[config.mk]
export PLATFORM = sky130hd
export DESIGN_NAME = tcam_entry_loader
export DESIGN_NICKNAME = d
export VERILOG_FILES = /design/src/rtl/tcam_entry_loader.sv
export SDC_FILE = /design/constraint.sdc
export NUM_CORES = 1
export LEC_CHECK = 0
export CAP_MARGIN = 15
export CORE_MARGIN = 1
export CORE_UTILIZATION = 45
export CTS_CLUSTER_SIZE = 28
export DETAILED_ROUTE_END_ITERATION = 7
export GPL_TIMING_DRIVEN = 1
export PLACE_DENSITY = 0.86
export SLEW_MARGIN = 0
export SYNTH_ARGS = -nofsm -noshare
export SYNTH_HDL_FRONTEND = slang
export SYNTH_SLANG_ARGS = --single-unit
export TNS_END_PERCENT = 100
[constraint.sdc]
create_clock -name CLK -period 6.65 [get_ports CLK]
set_input_delay 0.665 -clock CLK [delete_from_list [all_inputs] [get_ports CLK]]
set_output_delay 0.665 -clock CLK [all_outputs]
set_load 0.01 [all_outputs]
[src/rtl/tcam_entry_loader.sv]
// Write-side TCAM controller: takes one entry-update request at a time, pulses the
// TCAM write port, waits out BUSY, optionally reads the entry back and reports status.
module tcam_entry_loader #(
    parameter int unsigned C_TCAM_ADDR_WIDTH = 5,
    parameter int unsigned C_TCAM_DATA_WIDTH = 32,
    parameter int unsigned C_BUSY_GUARD      = 2,
    parameter int unsigned C_CMP_LAT         = 2,
    parameter int unsigned C_TIMEOUT         = 1024
) (
    input  logic                         CLK,
    input  logic                         RESETN,
    input  logic                         REQ_VALID,
    output logic                         REQ_READY,
    input  logic [C_TCAM_ADDR_WIDTH-1:0] REQ_ADDR,
    input  logic [C_TCAM_DATA_WIDTH-1:0] REQ_DATA,
    input  logic [C_TCAM_DATA_WIDTH-1:0] REQ_MASK,
    input  logic                         REQ_VERIFY,
    output logic                         WE,
    output logic [C_TCAM_ADDR_WIDTH-1:0] ADDR_WR,
    output logic [C_TCAM_DATA_WIDTH-1:0] DIN,
    output logic [C_TCAM_DATA_WIDTH-1:0] DATA_MASK,
    input  logic                         BUSY,
    output logic                         CMP_SEL,
    output logic [C_TCAM_DATA_WIDTH-1:0] CMP_DIN,
    output logic [C_TCAM_DATA_WIDTH-1:0] CMP_DATA_MASK,
    input  logic                         MATCH,
    input  logic [C_TCAM_ADDR_WIDTH-1:0] MATCH_ADDR,
    output logic                         STS_VALID,
    output logic [1:0]                   STS_ERR,
    output logic [C_TCAM_ADDR_WIDTH-1:0] STS_ADDR,
    output logic [31:0]                  WR_CNT
);

    localparam int unsigned CntW = $clog2(C_TIMEOUT + 1);
    localparam logic [CntW-1:0] GuardCnt   = CntW'(C_BUSY_GUARD);
    localparam logic [CntW-1:0] TimeoutEnd = CntW'(C_TIMEOUT - 1);
    localparam logic [CntW-1:0] CmpEnd     = CntW'(C_CMP_LAT);

    localparam logic [1:0] ErrOk       = 2'b00;
    localparam logic [1:0] ErrNoMatch  = 2'b01;
    localparam logic [1:0] ErrShadowed = 2'b10;
    localparam logic [1:0] ErrTimeout  = 2'b11;

    typedef enum logic [2:0] {
        StIdle,
        StWrite,
        StWait,
        StVerify,
        StReport
    } state_e;

    state_e                       state_q, state_d;
    logic [C_TCAM_ADDR_WIDTH-1:0] addr_q, addr_d;
    logic [C_TCAM_DATA_WIDTH-1:0] data_q, data_d;
    logic [C_TCAM_DATA_WIDTH-1:0] mask_q, mask_d;
    logic                         verify_q, verify_d;
    logic [CntW-1:0]              cnt_q, cnt_d;
    logic [31:0]                  wr_cnt_q, wr_cnt_d;
    logic [1:0]                   err_q, err_d;
    logic [C_TCAM_ADDR_WIDTH-1:0] sts_addr_q, sts_addr_d;

    always_ff @(posedge CLK) begin
        if (!RESETN) begin
            state_q    <= StIdle;
            addr_q     <= '0;
            data_q     <= '0;
            mask_q     <= '0;
            verify_q   <= 1'b0;
            cnt_q      <= '0;
            wr_cnt_q   <= '0;
            err_q      <= '0;
            sts_addr_q <= '0;
        end else begin
            state_q    <= state_d;
            addr_q     <= addr_d;
            data_q     <= data_d;
            mask_q     <= mask_d;
            verify_q   <= verify_d;
            cnt_q      <= cnt_d;
            wr_cnt_q   <= wr_cnt_d;
            err_q      <= err_d;
            sts_addr_q <= sts_addr_d;
        end
    end

    always_comb begin
        state_d    = state_q;
        addr_d     = addr_q;
        data_d     = data_q;
        mask_d     = mask_q;
        verify_d   = verify_q;
        cnt_d      = cnt_q;
        wr_cnt_d   = wr_cnt_q;
        err_d      = err_q;
        sts_addr_d = sts_addr_q;
        REQ_READY  = 1'b0;
        WE         = 1'b0;
        CMP_SEL    = 1'b0;
        STS_VALID  = 1'b0;

        case (state_q)
            StIdle: begin
                REQ_READY = !BUSY;
                if (REQ_VALID && !BUSY) begin
                    addr_d   = REQ_ADDR;
                    data_d   = REQ_DATA;
                    mask_d   = REQ_MASK;
                    verify_d = REQ_VERIFY;
                    state_d  = StWrite;
                end
            end
            StWrite: begin
                WE       = 1'b1;
                wr_cnt_d = wr_cnt_q + 32'd1;
                cnt_d    = '0;
                state_d  = StWait;
            end
            StWait: begin
                // BUSY may lag WE, so it is only trusted once the guard has elapsed.
                if (cnt_q >= GuardCnt && !BUSY) begin
                    cnt_d = '0;
                    if (verify_q) begin
                        state_d = StVerify;
                    end else begin
                        err_d      = ErrOk;
                        sts_addr_d = addr_q;
                        state_d    = StReport;
                    end
                end else if (cnt_q == TimeoutEnd) begin
                    err_d      = ErrTimeout;
                    sts_addr_d = addr_q;
                    state_d    = StReport;
                end else begin
                    cnt_d = cnt_q + 1'b1;
                end
            end
            StVerify: begin
                CMP_SEL = 1'b1;
                if (cnt_q == CmpEnd) begin
                    if (!MATCH) begin
                        err_d = ErrNoMatch;
                    end else if (MATCH_ADDR != addr_q) begin
                        err_d = ErrShadowed;
                    end else begin
                        err_d = ErrOk;
                    end
                    sts_addr_d = addr_q;
                    state_d    = StReport;
                end else begin
                    cnt_d = cnt_q + 1'b1;
                end
            end
            StReport: begin
                STS_VALID = 1'b1;
                state_d   = StIdle;
            end
            default: state_d = StIdle;
        endcase
    end

    assign ADDR_WR       = addr_q;
    assign DIN           = data_q;
    assign DATA_MASK     = mask_q;
    assign CMP_DIN       = data_q;
    assign CMP_DATA_MASK = mask_q;
    assign STS_ERR       = err_q;
    assign STS_ADDR      = sts_addr_q;
    assign WR_CNT        = wr_cnt_q;

endmodule

==> impl_results.md <==
* ANT cells at 0
* Drt via density at 5.11
* Max transition margin at 0.249
* Top cells by count, synth: nand2_1, dfxtp_1, a21oi_1
* Fin crit share at 0.454
* H-tree Lvls at 4
* Hold WC Path Type: flip-flop to flip-flop
* DRT antenna net count at 0
* Peak supply drop at 0.224 mV
* First-pass GRT wire length at 24800 um
* Final setup fails at 0
* GRT Overall Usage at 0.250
* Post-CTS setup buffers at 0
* Pwr/cell area at 241 nW/um2
* Yosys cell types at 48
* Largest cells by area after synthesis: dfxtp_1, nand2_1, buf_4, a21oi_1, xnor2_1
* Clock root buffer master: clkbuf_16
* Max Cap Violations at 0
* Fin crit period at 3.02 ns
* Largest family of logic cells by synthesized area: simple AND/OR/NAND/NOR gates
* Yosys reg bits at 123
* Post-CTS Hold Fix Bufs at 0
* Port Buf Inserts at 255
* Fin util at 0.692
* Worst-skew pair later-pin latency at 0.41 ns
* Worst-path fanout max at 10
* Die area at 12800 um2
* Crit end category: output pin
* Initial Util at 0.462
* Syn Area/Cell at 8.04 um2
* Share of layout cells above drive strength 1 at 0.0547
* Worst-Margin Slew at 1.13 ns
* Drt initial violations at 329
* Largest net degree at the start of global routing at 111
* Fin Setup TNS at 0 ns
* TritonCTS buffer count at 17
* Post-synth top flop: dfxtp_1
* Total core area at 12100 um2
* Post-synthesis sequential area ratio at 0.442
* Gr ovfl total at 0
* Synth Area in XOR/XNOR at 0.0503
* Startpoint types: flip-flop
* Count leader, synth: nand2_1
* Nets@finish at 949
* Vias at 5349
* Initial antenna violation count at 0
* Count of flip-flops with a built-in enable after synthesis at 0
* Pre-CTS setup slack at 3.58 ns
* Die Y at 113 um
* Mapped Area at 5570 um2
* Fin cells at 1046
* Layout area overhead at 49.8%
* Top cell type's share of synthesized area at 0.442
* Syn Nets at 776
* Rows at 40
* Io pins at 256
* WP data required at 5.98 ns
* Slew Limit Fails at 0
* Ys async rst share at 0
* Outcome: finished, final reports clean
* Post-synthesis compound-gate area fraction at 0.127
* Pleak at 2.81 nW
* Fmax at 331 MHz
* GPL Wtd Cong at 0.814
* DP HPWL at 11200 um
* Total Routed Length at 16000 um
* Worst-path clk slew at 0.06 ns
* Setup CP Type: flip-flop to output pin
* Maximum root-to-sink buffer count at 2
* DRT Pass-1 Iters at 5
* Worst EP arrival at 2.35 ns
* Largest area contributor in the netlist: dfxtp_1
* Post_cts resized at 0
* Fin. Hold Viols at 0
* Simple-gate portion of the synthesized area at 0.245
* Vias in the first global route at 4735
* Post-synthesis mux area share at 0.00629
* Ys Warns at 0
* Unrepaired setup endpoints after global routing: no
* Setup WS post-layout at 3.63 ns
* Post-Synthesis Cells at 693
* Synth Area in Adders at 0.00674
* Avg WL per Cell at 15.3 um
* Setup Skew at 0.00835 ns
* Clk sinks at 123
* Inst Count DP at 1015
* CTS tree: yes
* Die width at 113 um
* Residual DRC at 0
* Hold Slack at 0.463 ns
## registers in the layout, summed over array words and instances, names as in the netlist
register,count
CMP_DATA_MASK,32
CMP_DIN,32
WR_CNT,32
cnt_q,11
ADDR_WR,5
STS_ADDR,5
state_q,3
STS_ERR,2
verify_q,1
## report_power, final
group	internal [mW]	total [mW]	leakage (nW)	switching, mW
clock	0.644	0.959	0.312	0.315
combinational	0.143	0.258	1.50	0.114
sequential	0.765	0.792	0.998	0.0278
total	1.55	2.01	2.81	0.457
## path summary, 6_finish.rpt
path / depth (start not counted) / slack, ns / startpoint / end
min: 2 / 0.46 / CMP_DIN[3]$_SDFFE_PN0P_ / CMP_DIN[3]$_SDFFE_PN0P_
max: 3 / 3.63 / state_q[1]$_SDFFE_PN0P_ / CMP_SEL
max reg2reg: 6 / 3.73 / state_q[0]$_SDFFE_PN0P_ / WR_CNT[31]$_SDFFE_PN0P_
min reg2reg: 2 / 0.46 / CMP_DIN[3]$_SDFFE_PN0P_ / CMP_DIN[3]$_SDFFE_PN0P_
## layer usage
metal,track usage,up-vias,share of wire
li1,-,2617,-
met1,0.284,2519,0.39
met2,0.447,192,0.53
met3,0.0734,21,0.060
met4,0.0868,0,0.016
met5,0,-,0
## cells by family (layout without fill, tap and decap cells)
family	count (synthesis)	after routing
compound gates	122	122
xor+xnor	32	32
fa+ha+maj	3	3
buf+inv	116	301
flops	123	123
mux	3	3
simple gates	294	294
## final cells by class
class                           count  area [um2]
Timing Repair Buffer              259        2580
Fill cell                         939        3710
Inverter                           11        42.5
Sequential cell                   123        2460
Multi-Input combinational cell    454        2430
Tap cell                          168         210
Clock buffer                       24         512
Clock inverter                      7         110
## per-stage QoR
| step | power, mW | cell area [um2] |
|---|---|---|
| CTS | 2.02 | 8350 |
| detailed placement | 1.06 | 7720 |
| finish | 2.01 | 8350 |
| floorplan | 0.932 | 5570 |
| global placement | 1.06 | 7720 |
| global route | 2.08 | 8350 |
## worst max-delay path, cell delays in order (launching register included)
cell	delay (ns)
dfxtp_1	0.52
nor2b_1	0.61
and2_1	0.26
clkdlybuf4s50_1	0.55
## cell usage in the layout, fill, tap and decap left out, types with 2 or more instances in the layout
cell             Yosys  routed
bufinv_16            0       3
xnor2_1             26      26
dfxtp_1            123     123
or3_1                9       9
xor2_1               6       6
nor3b_1              2       2
clkdlybuf4s50_1      0     255
and2_1               5       4
nand2_1            157     156
clkinv_2             0       5
nand3_1             19      19
nor2_1              40      40
or4_4                2       2
nor3_1              14      14
a31oi_1              2       2
nor4_1              12      12
o31ai_1              5       5
clkbuf_16            0      17
inv_1               11      10
clkbuf_8             0       6
ha_1                 3       3
a21oi_1             90      90
nand2b_1             5       5
mux2i_1              2       2
buf_4               65       4
o21ai_0             14      14
or4_1                4       4
nand4_1             10      10
and4_1               7       7
Power figures use the tool's default switching activity.
